### src/rtl/cpu_ctrl_pkg.sv
// Shared definitions for the CPU front-end step controller.
//   state_e        : controller FSM state, 2-bit encoded (idle/step/run = 00/01/10)
//   DbCyclesSim    : debounce length used in simulation
//   DbCyclesBoard  : debounce length used on the board build
package cpu_ctrl_pkg;

  typedef enum logic [1:0] {
    StIdle = 2'b00,
    StStep = 2'b01,
    StRun  = 2'b10
  } state_e;

  localparam int unsigned DbCyclesSim   = 16;
  localparam int unsigned DbCyclesBoard = 500000;

endpackage

### src/rtl/btn_debounce.sv
// Two-flop synchroniser followed by a counter-based debouncer.
//   clk_i    : system clock
//   rst_i    : synchronous active-high reset
//   btn_i    : raw push-button, asynchronous to clk_i
//   level_o  : debounced button level (registered)
// The level only changes after the synchronised input has differed from it for
// DB_CYCLES consecutive cycles; any agreement in between restarts the count.
module btn_debounce #(
  parameter int unsigned DB_CYCLES = 16,
  parameter int unsigned DB_W      = 20
) (
  input  logic clk_i,
  input  logic rst_i,
  input  logic btn_i,
  output logic level_o
);

  localparam logic [DB_W-1:0] CntMax = DB_W'(DB_CYCLES - 1);

  logic            s1_q, s2_q;
  logic [DB_W-1:0] cnt_q, cnt_d;
  logic            level_q, level_d;

  always_comb begin
    cnt_d   = cnt_q;
    level_d = level_q;
    if (s2_q == level_q) begin
      cnt_d = '0;
    end else if (cnt_q == CntMax) begin
      level_d = s2_q;
      cnt_d   = '0;
    end else begin
      cnt_d = cnt_q + DB_W'(1);
    end
  end

  always_ff @(posedge clk_i) begin
    if (rst_i) begin
      s1_q    <= 1'b0;
      s2_q    <= 1'b0;
      cnt_q   <= '0;
      level_q <= 1'b0;
    end else begin
      s1_q    <= btn_i;
      s2_q    <= s1_q;
      cnt_q   <= cnt_d;
      level_q <= level_d;
    end
  end

  assign level_o = level_q;

endmodule

### src/rtl/step_ctrl.sv
// Front-end controller producing the CPU pipeline clock-enable.
//   clk        : system clock
//   reset_cpu  : synchronous active-high reset
//   button     : raw push-button (asynchronous)
//   start      : 0 = halt, 1 = CPU may advance
//   enable     : with start=1, 1 = single-step, 0 = free run
//   cpu_ce     : registered CPU clock-enable
//   run_mode   : registered, 1 while in run state
//   btn_level  : registered debounced button level
//   step_count : registered count of issued single-step pulses (wraps)
module step_ctrl
  import cpu_ctrl_pkg::*;
#(
  parameter int unsigned DB_CYCLES = DbCyclesSim,
  parameter int unsigned DB_W      = 20,
  parameter int unsigned CNT_W     = 8
) (
  input  logic             clk,
  input  logic             reset_cpu,
  input  logic             button,
  input  logic             start,
  input  logic             enable,
  output logic             cpu_ce,
  output logic             run_mode,
  output logic             btn_level,
  output logic [CNT_W-1:0] step_count
);

  logic level;
  logic btn_q;
  logic press;

  state_e state_q, state_d;

  logic             cpu_ce_q, cpu_ce_d;
  logic             run_mode_q, run_mode_d;
  logic [CNT_W-1:0] cnt_q, cnt_d;

  btn_debounce #(
    .DB_CYCLES (DB_CYCLES),
    .DB_W      (DB_W)
  ) u_debounce (
    .clk_i   (clk),
    .rst_i   (reset_cpu),
    .btn_i   (button),
    .level_o (level)
  );

  // One-cycle strobe on each debounced rising edge.
  assign press = level & ~btn_q;

  // State register
  always_ff @(posedge clk) begin
    if (reset_cpu) begin
      state_q <= StIdle;
    end else begin
      state_q <= state_d;
    end
  end

  // Next-state logic
  always_comb begin
    state_d = state_q;
    unique case (state_q)
      StIdle: begin
        if (start && enable)       state_d = StStep;
        else if (start && !enable) state_d = StRun;
      end
      StStep: begin
        if (!start)       state_d = StIdle;
        else if (!enable) state_d = StRun;
      end
      StRun: begin
        if (!start)      state_d = StIdle;
        else if (enable) state_d = StStep;
      end
      default: state_d = StIdle;
    endcase
  end

  // Output logic: enables are only issued when the state is not changing, so a
  // press coinciding with any transition is dropped and leaving run clears
  // cpu_ce on the transition edge.
  always_comb begin
    cpu_ce_d   = 1'b0;
    run_mode_d = (state_d == StRun);
    cnt_d      = cnt_q;
    if (state_q == StStep && state_d == StStep && press) begin
      cpu_ce_d = 1'b1;
      cnt_d    = cnt_q + CNT_W'(1);
    end else if (state_q == StRun && state_d == StRun) begin
      cpu_ce_d = 1'b1;
    end
  end

  always_ff @(posedge clk) begin
    if (reset_cpu) begin
      btn_q      <= 1'b0;
      cpu_ce_q   <= 1'b0;
      run_mode_q <= 1'b0;
      cnt_q      <= '0;
    end else begin
      btn_q      <= level;
      cpu_ce_q   <= cpu_ce_d;
      run_mode_q <= run_mode_d;
      cnt_q      <= cnt_d;
    end
  end

  assign cpu_ce     = cpu_ce_q;
  assign run_mode   = run_mode_q;
  assign btn_level  = level;
  assign step_count = cnt_q;

endmodule

### config.mk
export PLATFORM = sky130hd
export DESIGN_NAME = step_ctrl
export DESIGN_NICKNAME = d
export VERILOG_FILES = /design/src/rtl/cpu_ctrl_pkg.sv /design/src/rtl/btn_debounce.sv /design/src/rtl/step_ctrl.sv
export SDC_FILE = /design/constraint.sdc
export NUM_CORES = 1
export LEC_CHECK = 0
export ABC_AREA = 1
export ABC_CLOCK_PERIOD_IN_PS = 2700
export CORE_MARGIN = 1
export CORE_UTILIZATION = 45
export DETAILED_ROUTE_END_ITERATION = 16
export PLACE_DENSITY = 0.76
export REMOVE_ABC_BUFFERS = 1
export SLEW_MARGIN = 15
export SYNTH_ARGS = -nofsm -noshare
export SYNTH_HDL_FRONTEND = slang
export SYNTH_HIERARCHICAL = 1
export SYNTH_SLANG_ARGS = --single-unit
### constraint.sdc
create_clock -name clk -period 2.7 [get_ports clk]
set_clock_uncertainty 0.15 [all_clocks]
set_input_delay 0.54 -clock clk [delete_from_list [all_inputs] [get_ports clk]]
set_output_delay 0.54 -clock clk [all_outputs]
set_load 0.01 [all_outputs]
# Yosys cells after proc, flatten, opt, wreduce, memory -nomap -nowiden

Index checks and enable logic that the tools add are counted.

Input bits: 5
Register bits: 36

Bitwise logic cells: 3
Equal/unequal tests: 6
Mux-type cells: 9
Reduce and logical (&&, ||, !) cells: 9
Add/sub/neg operators: 2

Operators with widths:

| cell                                           | count |
|---|---|
| adder 20 x 1 -> 20 bit, second input constant  | 1 |
| == test 20 x 4 -> 1 bit, second input constant | 1 |
| two-way mux 2 bit                              | 6 |
| adder 8 x 1 -> 8 bit, second input constant    | 1 |
| case mux 2 bit (3 select lines)                | 1 |
| logical AND 1 bit                              | 5 |
| == test 2 x 1 -> 1 bit, second input constant  | 2 |
| == test 2 bit, second input constant           | 2 |
| OR reduction 3 bit                             | 1 |
| zero test 2 bit                                | 1 |
| two-way mux 1 bit                              | 2 |
| inverter 1 bit                                 | 2 |
| AND reduction 2 bit                            | 1 |
| bitwise AND 1 bit                              | 1 |
| == test 1 bit                                  | 1 |
| zero test 1 bit                                | 1 |

# Depth between registers and ports, before layout

Gate-level depths: netlist of run 1.

Word-level depth: 9
Depth in mapped cells: 8
Mapped depth without buffers: 8

# By module

The synthesis of run 1 kept the hierarchy.

By module, submodules not included:

| module       | area an instance (um2) | cells an instance | instances |
|---|---|---|---|
| btn_debounce | 1188.6                 | 171               | 1 |
| step_ctrl    | 628.1                  | 90                | 1 |

# Least setup slack after synthesis of run 1

OpenSTA, ideal clock, no wires.

Path kind: flip-flop to flip-flop
Start point: register u_debounce.cnt_q[0]
End point: register u_debounce.cnt_q[16]
Period minus slack after synthesis: 1478 ps
Path slack: 1222 ps
Setup time: 122 ps
Arrival: 1206 ps
Stages on the path, launching flop included: 8
Path through: dfxtp_1 -> ha_1 -> nand3_2 -> nor3_2 -> nand3_1 -> nand2_2 -> buf_6 -> a21oi_1

Word-level cells in the longest chain between the ends: 2
Elaborated cells on any way between the ends: 3
Those cells by class: add/sub: 1; eq/ne: 1; reduce/logical: 1

Ends and longest elaborated chain:

| element                                                        | line               | text |
|---|---|---|
| start, declared                                                | btn_debounce.sv:21 | `logic [DB_W-1:0] cnt_q, cnt_d;` |
| start signal, assigned                                         | btn_debounce.sv:46 | `cnt_q <= cnt_d;` |
| branches (longest 2 deep; another with adder 20 x 1 -> 20 bit) | --                 |  |

Parallel ways; which one is timed is not known.
A chain may end at the register's enable or synchronous reset.

# Final worst setup path of run 1

Start point: register u_debounce.level_q (netlist: u_debounce/level_o)
End point: output btn_level

RTL lines:

| element                | line               | text |
|---|---|---|
| start, declared        | btn_debounce.sv:22 | `logic level_q, level_d;` |
| start signal, assigned | btn_debounce.sv:47 | `level_q <= level_d;` |
| end, declared          | step_ctrl.sv:25    | `output logic btn_level,` |

No word-level cell between the ends.

==> out/results.tsv, run 1 <==
stage	metric	value	unit
yosys	flip-flop and latch count after synthesis	36	
setup_path	critical path cell sequence	clkdlybuf4s50_1	
yosys	sequential share of the synthesized area	39.7	%
grt	largest net degree at the start of global routing	21	
clocking	root buffer cell	clkbuf_8	
floorplan	die span in x	65.5	um
setup_path	critical path capture point type	output port	
timing	aggregate negative setup slack	0	ns
yosys	fraction of synthesis flops using an asynchronous set or reset pin	0	%
setup_path	Crit Path Class	flip-flop to output port	
detailed_routing	Via-to-Cell Ratio	4.86	
clocking	clock tree buffer depth	2	
yosys	synthesized instance count	261	
setup_path	Worst R2R Setup Slack	0.89	ns
grt	global route overflow	0	
detailed_routing	length of the first detailed-routing pass in iterations	5	
final_layout	fill cell total of the finished layout	354	
setup_path	Worst R2R Path Depth	6	
grt	grt met1 use	24.1	%
place	I/O Buffers	15	
setup_path	cell with the largest stage delay on the worst path	clkdlybuf4s50_1	
yosys	Compound-Gate Fraction of Synth Area	6.34	%
yosys	mux share of post-synthesis cell area	0	%
final_layout	commonest cells after routing, fill and taps aside	nand2_1 (58), nor2_1 (55), dfxtp_1 (36)	
setup_path	CP Data Arrival Time	1.31	ns
timing	hold violation total from the final report	0	
hold_path	type of the worst min-delay path	flip-flop to flip-flop	
yosys	synthesized-area fraction occupied by and/or/nand/nor cells	40.0	%
grt	met3 usage in global routing	4.69	%
floorplan	core region area	3770	um2
setup_path	Critical Path Sink	btn_level	
setup_path	largest incremental delay on the critical path	0.58	ns
timing	final clock period utilization by the worst path	74.0	%
yosys	post-synthesis xor/xnor area fraction	4.34	%
run_status	outcome	finished, final reports clean	
timing	RSZ-0062 raised after global routing	no	
yosys	count of cell types in the netlist	25	
setup_path	Worst path depth	1	
pwr	PwrDens	456	nW/um2
setup_path	count of buffer and inverter cells on the critical path	1	
setup_path	FF-to-FF Start	u_debounce/cnt_q[0]	
setup_path	Crit path max-delay family	buffers and inverters	
detailed_routing	final routed DRC violation total	0	
yosys	Primary FF master, synth	dfxtp_1	
floorplan	I/O pin count	16	
yosys	Post-Synthesis Cell Area	1820	um2
flow_run	reported max-cap violation count	0	
grt	wire length of the first global-routing pass	5950	um
clocking	hold-fix buffers at CTS	0	
final_layout	commonest non-fill, non-tap cell in the layout	nand2_1	
yosys	post-synthesis share of cell area spent on full adders, half adders and majority gates	1.38	%
setup_path	Critical Path Start Type	flip-flop	
setup_path	top fanout value on the critical path	5	
final_layout	fraction of final layout cells with drive strength greater than 1	12.4	%
timing	Achievable Freq	0.501	GHz
setup_path	required time of the worst setup path	2.01	ns
yosys	Yosys warnings	6	
timing	number of max-slew violations in the final report	0	
floorplan	die area	4300	um2
clocking	sink count of the clock tree	36	
final_layout	synthesis-to-layout area growth	15.4	%
detailed_routing	Vias	1604	
grt	number of global-route vias before repair	1412	
final_layout	count of nets after finishing	288	
grt	overall global routing resource usage	18.2	%
timing	transition time at the pin with the least slew margin	0.405	ns
detailed_routing	residual antenna-violating net count after detailed routing	0	
clocking	Gates resized, CTS repair	0	
place	cell total after placement	322	
detailed_routing	initial DRC count	88	
grt	layer carrying the most global-route usage	met2	
yosys	number of enable-type register cells in the synthesized netlist	0	
clocking	source-to-sink clock delay at the later pin of the worst-skew pair	0.29	ns
timing	number of endpoints failing setup at the final stage	0	
clocking	TritonCTS clock tree	done	
detailed_routing	wire per inst	10.5	um
setup_path	worst flop-to-flop path endpoint	u_debounce/cnt_q[11]	
pwr	worst vdd ir	0.000210	V
grt	number of antenna violations at the first check in global routing	0	
clocking	number of buffers created by CTS	5	
clocking	clock-pin slew of the registers on the worst-case setup and hold paths	0.07	ns
grt	met2 usage	27.3	%
floorplan	vertical die dimension	65.5	um
clocking	CTS H-Tree Depth	2	
place	post-detailed-placement half-perimeter wirelength	2560	um
place	global placement routability congestion	0.815	
floorplan	initial core utilization	48.2	%
final_layout	Final Non-Filler Cells	330	
pwr	Static Leakage	0.000751	uW
clocking	number of buffers added for setup after CTS	0	
timing	min Tclk post-route	2.00	ns
yosys	main combinational cell family by area after synthesis	simple AND/OR/NAND/NOR gates	
floorplan	number of core rows	22	
setup_path	Critical Path Source	u_debounce/level_o	
final_layout	ANT cells	0	
timing	max-slew headroom at the worst pin	72.9	%
detailed_routing	sum of routed wire length over all layers	3480	um
yosys	post-synthesis average cell area	6.96	um2
kinds of logic (layout without fill, tap and decap cells):
| logic type | count (synthesis) | in the layout |
|---|---|---|
| XOR/XNOR | 9 | 9 |
| adder cells (fa/ha/maj) | 2 | 2 |
| AO/OA/AOI/OAI | 20 | 20 |
| flip-flops | 36 | 36 |
| AND/OR/NAND/NOR | 158 | 158 |
| buffers and inverters | 36 | 57 |
how the worst min path moves through the flow:
stage / start / to / slack [ns] / cells after the start
final: u_debounce/s1_q / u_debounce/s2_q / 0.25 / 2
after floorplan: u_debounce/s1_q / u_debounce/s2_q / 0.24 / 2
after detailed placement: u_debounce/s1_q / u_debounce/s2_q / 0.25 / 2
after global routing: u_debounce/s1_q / u_debounce/s2_q / 0.27 / 2
after global placement: u_debounce/s1_q / u_debounce/s2_q / 0.24 / 2
after CTS: u_debounce/s1_q / u_debounce/s2_q / 0.26 / 2
sequential cells by signal (all words and copies together) (netlist names):
signal,count
u_debounce/s2_q,1
u_debounce/level_o,1
btn_q,1
u_debounce/cnt_q,20
state_q,2
run_mode,1
step_count,8
cpu_ce,1
u_debounce/s1_q,1
per-layer routing:
layer	vias up	share of wire [%]	routed length, um
met5	-	0	0
met4	0	1.2	42
met3	5	5.2	179
met2	37	44	1540
met1	716	49	1710
li1	846	-	-
through the flow:
step | worst slack (ns) | total power, uW | hold slack [ns] | cell area (um2) | utilization, %
final | 0.702 | 957 | 0.255 | 2100 | 55.6
after detailed placement | 0.650 | 575 | 0.247 | 2000 | 53.2
after CTS | 0.708 | 967 | 0.258 | 2100 | 55.6
after floorplan | 1.15 | 562 | 0.238 | 1790 | -
after global routing | 0.661 | 996 | 0.269 | 2100 | 55.6
after global placement | 0.693 | 575 | 0.241 | 2000 | 53.2
synthesized netlist by cell type (2+ instances only):
master / count / area [um2]
nand2_1: 58 / 218
nor2_1: 55 / 206
dfxtp_1: 36 / 721
inv_1: 33 / 124
nand3_1: 11 / 55.1
a21oi_1: 9 / 45.0
o21ai_0: 7 / 35.0
nand2_2: 6 / 37.5
nand4_1: 6 / 37.5
nor2_2: 6 / 37.5
xnor2_1: 5 / 43.8
nor3_1: 4 / 20.0
xor2_1: 4 / 35.0
nand3_2: 3 / 30.0
nor2_4: 3 / 33.8
a21oi_2: 2 / 17.5
buf_6: 2 / 22.5
ha_1: 2 / 25.0
o21ai_2: 2 / 17.5
or2_0: 2 / 12.5
where the power goes:
part / internal, uW / switching, uW
Combinational: 11.1 / 14.8
Clock: 203 / 190
Sequential: 535 / 2.59
Total: 749 / 208
final cells by class:
class | count | area [um2] | share of cell area [%]
multi-input combinational | 189 | 946 | 45.1
clock buffer | 6 | 82.6 | 3.94
inverter | 34 | 128 | 6.09
tap | 48 | 60.1 | 2.86
sequential | 36 | 721 | 34.4
timing repair buffer | 15 | 150 | 7.16
clock inverter | 2 | 10.0 | 0.477
No activity file was read; power rests on OpenSTA's default activity.
==> inputs of run 2 (changes only) <==
--- a/config.mk
+++ b/config.mk
@@ -6,7 +6,7 @@
 export NUM_CORES = 1
 export LEC_CHECK = 0
 export ABC_AREA = 1
-export ABC_CLOCK_PERIOD_IN_PS = 2700
+export ABC_CLOCK_PERIOD_IN_PS = 1900
 export CORE_MARGIN = 1
 export CORE_UTILIZATION = 45
 export DETAILED_ROUTE_END_ITERATION = 16
==> constraint.sdc (replaced) <==
create_clock -name clk -period 1.9 [get_ports clk]
set_clock_uncertainty 0.15 [all_clocks]
set_input_delay 0.38 -clock clk [delete_from_list [all_inputs] [get_ports clk]]
set_output_delay 0.38 -clock clk [all_outputs]
set_load 0.01 [all_outputs]
==> run 2 against run 1 <==
  * Cell count grew 0.61%
  * Sequential cell count is the same
  * Sequential share of layout area shrank 0.33 points
==> out/results.tsv, run 2 (synthesized netlist as in run 1, its figures left out) <==
stage	metric	value	unit	change
detailed_routing	met2 routed wirelength	1430	um	-7.5%
clocking	clock tree buffer depth	2		unchanged
floorplan	number of core rows	22		unchanged
detailed_routing	final routed DRC violation total	0		unchanged
grt	wire length of the first global-routing pass	5860	um	-1.5%
floorplan	vertical die dimension	65.5	um	unchanged
detailed_routing	metal1 wirelength	1680	um	-1.7%
detailed_routing	residual antenna-violating net count after detailed routing	0		unchanged
floorplan	core region area	3770	um2	unchanged
setup_path	Worst R2R Setup Slack	0.26	ns	-0.63 ns
grt	number of global-route vias before repair	1411		-0.071%
timing	max-slew headroom at the worst pin	81.5	%	+8.6 points
setup_path	critical path cell sequence	clkdlybuf4s50_1		
setup_path	required time of the worst setup path	1.37	ns	-0.64 ns
final_layout	commonest cells after routing, fill and taps aside	nand2_1 (58), nor2_1 (55), dfxtp_1 (36)		
timing	number of max-slew violations in the final report	0		unchanged
final_layout	commonest non-fill, non-tap cell in the layout	nand2_1		
place	I/O Buffers	15		unchanged
detailed_routing	initial DRC count	95		+8.0%
clocking	CTS H-Tree Depth	2		unchanged
final_layout	count of nets after finishing	291		+1.0%
setup_path	largest incremental delay on the critical path	0.58	ns	about the same
timing	setup slack after layout	0.108	ns	-0.595 ns
clocking	sink count of the clock tree	36		unchanged
setup_path	CP Data Arrival Time	1.26	ns	-0.05 ns
floorplan	initial core utilization	48.2	%	unchanged
timing	hold violation total from the final report	0		unchanged
clocking	source-to-sink clock delay at the later pin of the worst-skew pair	0.27	ns	-0.02 ns
flow_run	reported max-cap violation count	0		unchanged
setup_path	Crit Path Class	flip-flop to output port		
timing	number of endpoints failing setup at the final stage	0		unchanged
clocking	clock-pin slew of the registers on the worst-case setup and hold paths	0.07	ns	about the same
setup_path	critical path capture point type	output port		
clocking	root buffer cell	clkbuf_8		
pwr	worst vdd ir	0.000473	V	+130%
clocking	number of buffers added for setup after CTS	0		unchanged
detailed_routing	sum of routed wire length over all layers	3270	um	-5.8%
timing	transition time at the pin with the least slew margin	0.276	ns	-0.129 ns
timing	min Tclk post-route	1.79	ns	
detailed_routing	Vias	1575		-1.8%
place	global placement routability congestion	0.804		-1.4%
floorplan	die area	4300	um2	unchanged
floorplan	die span in x	65.5	um	unchanged
timing	Achievable Freq	0.558	GHz	
final_layout	top register by number of flip-flops	u_debounce/cnt_q		
place	pre-CTS setup slack	0.0465	ns	-0.603 ns
timing	aggregate negative setup slack	0	ns	unchanged
setup_path	top fanout value on the critical path	5		unchanged
clocking	number of buffers created by CTS	5		unchanged
grt	largest net degree at the start of global routing	21		unchanged
detailed_routing	met3 wirelength from detailed routing	148	um	-17%
setup_path	cell with the largest stage delay on the worst path	clkdlybuf4s50_1		
setup_path	count of buffer and inverter cells on the critical path	1		unchanged
clocking	hold-fix buffers at CTS	0		unchanged
final_layout	ANT cells	0		unchanged
grt	overall global routing resource usage	17.5	%	-0.65 points
final_layout	Largest register FFs	20		unchanged
final_layout	fraction of final layout cells with drive strength greater than 1	12.7	%	+0.26 points
timing	final clock period utilization by the worst path	94.3	%	
pwr	PwrDens	612	nW/um2	+34%
timing	RSZ-0062 raised after global routing	no		
run_status	outcome	finished, final reports clean		
detailed_routing	Via-to-Cell Ratio	4.74		-2.4%
clocking	TritonCTS clock tree	done		
pwr	Static Leakage	0.000760	uW	+1.3%
floorplan	I/O pin count	16		unchanged
detailed_routing	length of the first detailed-routing pass in iterations	5		unchanged
detailed_routing	top layer in use	met4		
detailed_routing	wire per inst	9.86	um	-6.4%
grt	global route overflow	0		unchanged
setup_path	Critical Path Start Type	flip-flop		
clocking	Gates resized, CTS repair	0		unchanged
final_layout	synthesis-to-layout area growth	16.5	%	
hold_path	type of the worst min-delay path	flip-flop to flip-flop		
setup_path	Crit path max-delay family	buffers and inverters		
place	post-detailed-placement half-perimeter wirelength	2540	um	-0.73%
grt	number of antenna violations at the first check in global routing	0		unchanged
[run 2: final timing paths]
check	start	to	cells past startpoint
hold reg to reg	u_debounce/s1_q	u_debounce/s2_q	2
setup / recovery	u_debounce/level_o	btn_level	1
setup reg to reg	u_debounce/cnt_q[0]	u_debounce/cnt_q[12]	7
hold / removal	u_debounce/s1_q	u_debounce/s2_q	2
[run 2: metal layers]
metal  global-route usage, %  up-vias
li1                        -      852
met1                    23.7      695
met2                    27.8       26
met3                    4.17        2
met4                    4.08        0
met5                       0        -
[run 2: area by class of cell]
| type | count | area [um2] |
|---|---|---|
| fill | 355 | 1650 |
| timing repair buffer | 18 | 185 |
| inverter | 34 | 128 |
| clock inverter | 1 | 5.00 |
| clock buffer | 6 | 72.6 |
| sequential | 36 | 721 |
| multi-input combinational | 189 | 946 |
| tap | 48 | 60.1 |
[run 2: through the flow]
| step | instances | utilization, % | hold WS (ns) | total power [uW] | cell area, um2 |
|---|---|---|---|---|---|
| floorplan | 259 | - | 0.238 | 799 | 1790 |
| global placement | 325 | 54.1 | 0.242 | 821 | 2040 |
| detailed placement | 325 | 54.1 | 0.246 | 821 | 2040 |
| CTS | 332 | 56.1 | 0.248 | 1320 | 2120 |
| global route | 332 | 56.1 | 0.290 | 1360 | 2120 |
| finish | 332 | 56.1 | 0.245 | 1300 | 2120 |
[run 2: where the power goes]
group	internal (uW)	switching, uW	leakage (uW)
Sequential	760	3.45	0.000291
Combinational	19.2	21.3	0.000428
Clock	249	243	0.0000410
Total	1030	268	0.000760
==> inputs of run 3 (changes only) <==
--- a/config.mk
+++ b/config.mk
@@ -15,5 +15,4 @@
 export SLEW_MARGIN = 15
 export SYNTH_ARGS = -nofsm -noshare
 export SYNTH_HDL_FRONTEND = slang
-export SYNTH_HIERARCHICAL = 1
 export SYNTH_SLANG_ARGS = --single-unit
==> run 3 against run 2 <==
  * Combinational power fell by 4%
  * Die area fell by 4.7%
  * Largest cell class unchanged
  * Synthesized cell count fell by 5.4%
  * Cell area fell by 1.7%
  * Via count fell by 4.0%
  * Largest power group unchanged
  * Critical path depth did not move
==> out/results.tsv, run 3 <==
stage	metric	value	unit	change
yosys	fraction of synthesis flops using an asynchronous set or reset pin	0	%	unchanged
clocking	source-to-sink clock delay at the later pin of the worst-skew pair	0.29	ns	+0.02 ns
final_layout	top register by number of flip-flops	u_debounce.cnt_q		
final_layout	count of nets after finishing	278		-4.5%
yosys	number of enable-type register cells in the synthesized netlist	0		unchanged
clocking	clock tree buffer depth	2		unchanged
pwr	relative contribution of sequential cells to total power	52.2	%	-6.7 points
yosys	sequential share of the synthesized area	41.7	%	+2.0 points
grt	largest net degree at the start of global routing	21		unchanged
clocking	hold-fix buffers at CTS	0		unchanged
final_layout	fraction of final layout cells with drive strength greater than 1	8.82	%	-3.9 points
final_layout	commonest cells after routing, fill and taps aside	nand2_1 (60), nor2_1 (47), dfxtp_1 (36)		
timing	max-slew headroom at the worst pin	77.3	%	-4.2 points
run_status	outcome	finished, final reports clean		
floorplan	number of core rows	22		unchanged
detailed_routing	Vias	1512		-4.0%
place	area after detailed placement	1970	um2	-3.4%
place	global placement routability congestion	0.832		+3.4%
yosys	Yosys warnings	0		-6
grt	wire length of the first global-routing pass	5700	um	-2.7%
clocking	Gates resized, CTS repair	0		unchanged
detailed_routing	sum of routed wire length over all layers	3220	um	-1.5%
hold_path	endpoint with the worst hold slack	u_debounce.s2_q		
place	post-detailed-placement half-perimeter wirelength	2380	um	-6.2%
setup_path	Critical Path Start Type	flip-flop		
pwr	Static Leakage	0.000728	uW	-4.2%
detailed_routing	Via-to-Cell Ratio	4.73		-0.40%
hold_path	type of the worst min-delay path	flip-flop to flip-flop		
setup_path	count of buffer and inverter cells on the critical path	1		unchanged
timing	min Tclk post-route	1.81	ns	+0.0125 ns
final_layout	synthesis-to-layout area growth	20.4	%	
yosys	post-synthesis average cell area	7.00	um2	+0.57%
timing	Achievable Freq	0.554	GHz	-0.69%
pwr	PwrDens	702	nW/um2	+15%
yosys	count of cell types in the netlist	25		unchanged
timing	hold violation total from the final report	0		unchanged
grt	number of antenna violations at the first check in global routing	0		unchanged
final_layout	commonest non-fill, non-tap cell in the layout	nand2_1		
yosys	most numerous cell in the Yosys netlist	nand2_1		
clocking	TritonCTS clock tree	done		
setup_path	FF-to-FF Start	u_debounce.cnt_q[1]		
floorplan	vertical die dimension	64.0	um	-2.4%
yosys	area share of the largest cell type after synthesis	41.7	%	+2.0 points
final_layout	ANT cells	0		unchanged
clocking	clock-pin slew of the registers on the worst-case setup and hold paths	0.07	ns	about the same
clocking	number of buffers created by CTS	5		unchanged
pwr	Gate power share	2.7	%	-0.4 points
setup_path	Worst R2R Path Depth	7		unchanged
pwr	total power after layout	1460	uW	+13%
setup_path	cell with the largest stage delay on the worst path	clkdlybuf4s50_1		
final_layout	Largest register FFs	20		unchanged
clocking	sink count of the clock tree	36		unchanged
detailed_routing	wire per inst	10.1	um	+2.2%
setup_path	Crit Path Class	flip-flop to output port		
yosys	dominant cells by area after synthesis	dfxtp_1 (42%), nand2_1 (13%), nor2_1 (10%), inv_1 (6.1%), nand3_1 (4.6%)		
yosys	area leader, netlist	dfxtp_1		
pwr	switching fraction of total power	20.1	%	-0.52 points
setup_path	top fanout value on the critical path	5		unchanged
pwr	internal power component	1170	uW	+14%
yosys	most instantiated cells after synthesis	nand2_1 (60), nor2_1 (47), dfxtp_1 (36)		
floorplan	die span in x	64.0	um	-2.4%
setup_path	Worst R2R Setup Slack	0.29	ns	+0.03 ns
floorplan	core region area	3660	um2	-2.9%
floorplan	die area	4090	um2	-4.7%
yosys	Post-Synthesis Cell Area	1730	um2	-4.8%
place	I/O Buffers	15		unchanged
yosys	synthesized instance count	247		-5.4%
yosys	Primary FF master, synth	dfxtp_1		
pwr	Clock Power Share	45.2	%	+7.2 points
grt	global route overflow	0		unchanged
clocking	CTS H-Tree Depth	2		unchanged
hold_path	number of stages on the worst hold path	2		unchanged
setup_path	required time of the worst setup path	1.37	ns	about the same
pwr	worst vdd ir	0.000454	V	-3.9%
detailed_routing	residual antenna-violating net count after detailed routing	0		unchanged
timing	final clock period utilization by the worst path	95.0	%	+0.66 points
clocking	root buffer cell	clkbuf_8		
setup_path	worst flop-to-flop path endpoint	u_debounce.cnt_q[11]		
setup_path	Crit path max-delay family	buffers and inverters		
clocking	number of buffers added for setup after CTS	0		unchanged
flow_run	reported max-cap violation count	0		unchanged
hold_path	startpoint of the most critical hold path	u_debounce.s1_q		
setup_path	critical path capture point type	output port		
floorplan	I/O pin count	16		unchanged
grt	overall global routing resource usage	18.1	%	+0.58 points
setup_path	critical path cell sequence	clkdlybuf4s50_1		
detailed_routing	final routed DRC violation total	0		unchanged
grt	number of global-route vias before repair	1326		-6.0%
pwr	net switching power of the design	294	uW	+9.9%
timing	number of endpoints failing setup at the final stage	0		unchanged
timing	RSZ-0062 raised after global routing	no		
detailed_routing	length of the first detailed-routing pass in iterations	4		-1
final_layout	final design area excluding fillers	2080	um2	-1.7%
timing	number of max-slew violations in the final report	0		unchanged
final_layout	final core occ	56.9	%	+0.73 points
yosys	flip-flop and latch count after synthesis	36		unchanged
timing	transition time at the pin with the least slew margin	0.339	ns	+0.0627 ns
setup_path	largest incremental delay on the critical path	0.57	ns	about the same
floorplan	initial core utilization	47.2	%	-0.94 points
setup_path	CP Data Arrival Time	1.28	ns	+0.02 ns
detailed_routing	initial DRC count	42		-56%
[run 3: final cells by class]
type                            instances  area [um2]
Timing Repair Buffer                   20         200
Clock inverter                          3        42.5
Clock buffer                            5        68.8
Sequential cell                        36         721
Multi-Input combinational cell        179         881
Fill cell                             331        1580
Inverter                               29         109
Tap cell                               48        60.1
[run 3: metal layers]
layer  global-route usage (%)  vias up  wire length, um
li1                         -      823                -
met1                     23.8      655             1570
met3                     4.29        6              109
met5                        0        -                0
met2                     27.3       28             1490
met4                     9.38        0               47
[run 3: metrics by stage]
step | cells | TNS [ns] | hold WS [ns] | worst slack [ns]
CTS | 320 | 0 | 0.259 | 0.0852
global placement | 312 | 0 | 0.242 | 0.0389
detailed placement | 312 | -0.000651 | 0.246 | -0.000651
floorplan | 244 | 0 | 0.238 | 0.154
global route | 320 | 0 | 0.266 | 0.0404
finish | 320 | 0 | 0.257 | 0.0950
[run 3: power groups by stage]
| stage | Combinational, uW | Sequential (uW) | Clock [uW] |
|---|---|---|---|
| after floorplan | 14.2 | 780 | 0 |
| final | 38.8 | 762 | 660 |
| after global placement | 38.7 | 779 | 0 |
| after CTS | 38.9 | 762 | 680 |
| after detailed placement | 38.9 | 779 | 0 |
| after global routing | 43.5 | 762 | 721 |
[run 3: cell families (layout without fill, tap and decap cells)]
family	Yosys count	after routing	synth area share [%]
AOI/OAI and AO/OA	25	25	7.38
xor gates and xnor gates	9	9	4.56
adders and majority gates	2	2	1.45
buffers and inverters	32	57	7.38
DFF	36	36	41.7
and+or+nand+nor	143	143	37.6
[run 3: how the worst max path moves through the flow]
stage	startpoint	endpoint	slack [ns]	cells after the start
floorplan	u_debounce.cnt_q[0]	u_debounce.cnt_q[10]	0.15	6
global placement	start	step_count[4]	0.04	6
detailed placement	start	step_count[4]	-0.0007	6
CTS	step_count[3]	step_count[3]	0.09	1
global route	u_debounce.level_o	btn_level	0.04	1
finish	step_count[3]	step_count[3]	0.09	1
[run 3: worst register-to-register path: stages, from the launching register on]
cell and delay (ns):
dfxtp_1 0.37, ha_1 0.24, nand3_4 0.14, nor2_2 0.13
nand3_1 0.13, nand2_1 0.13, buf_12 0.16, a21oi_1 0.05
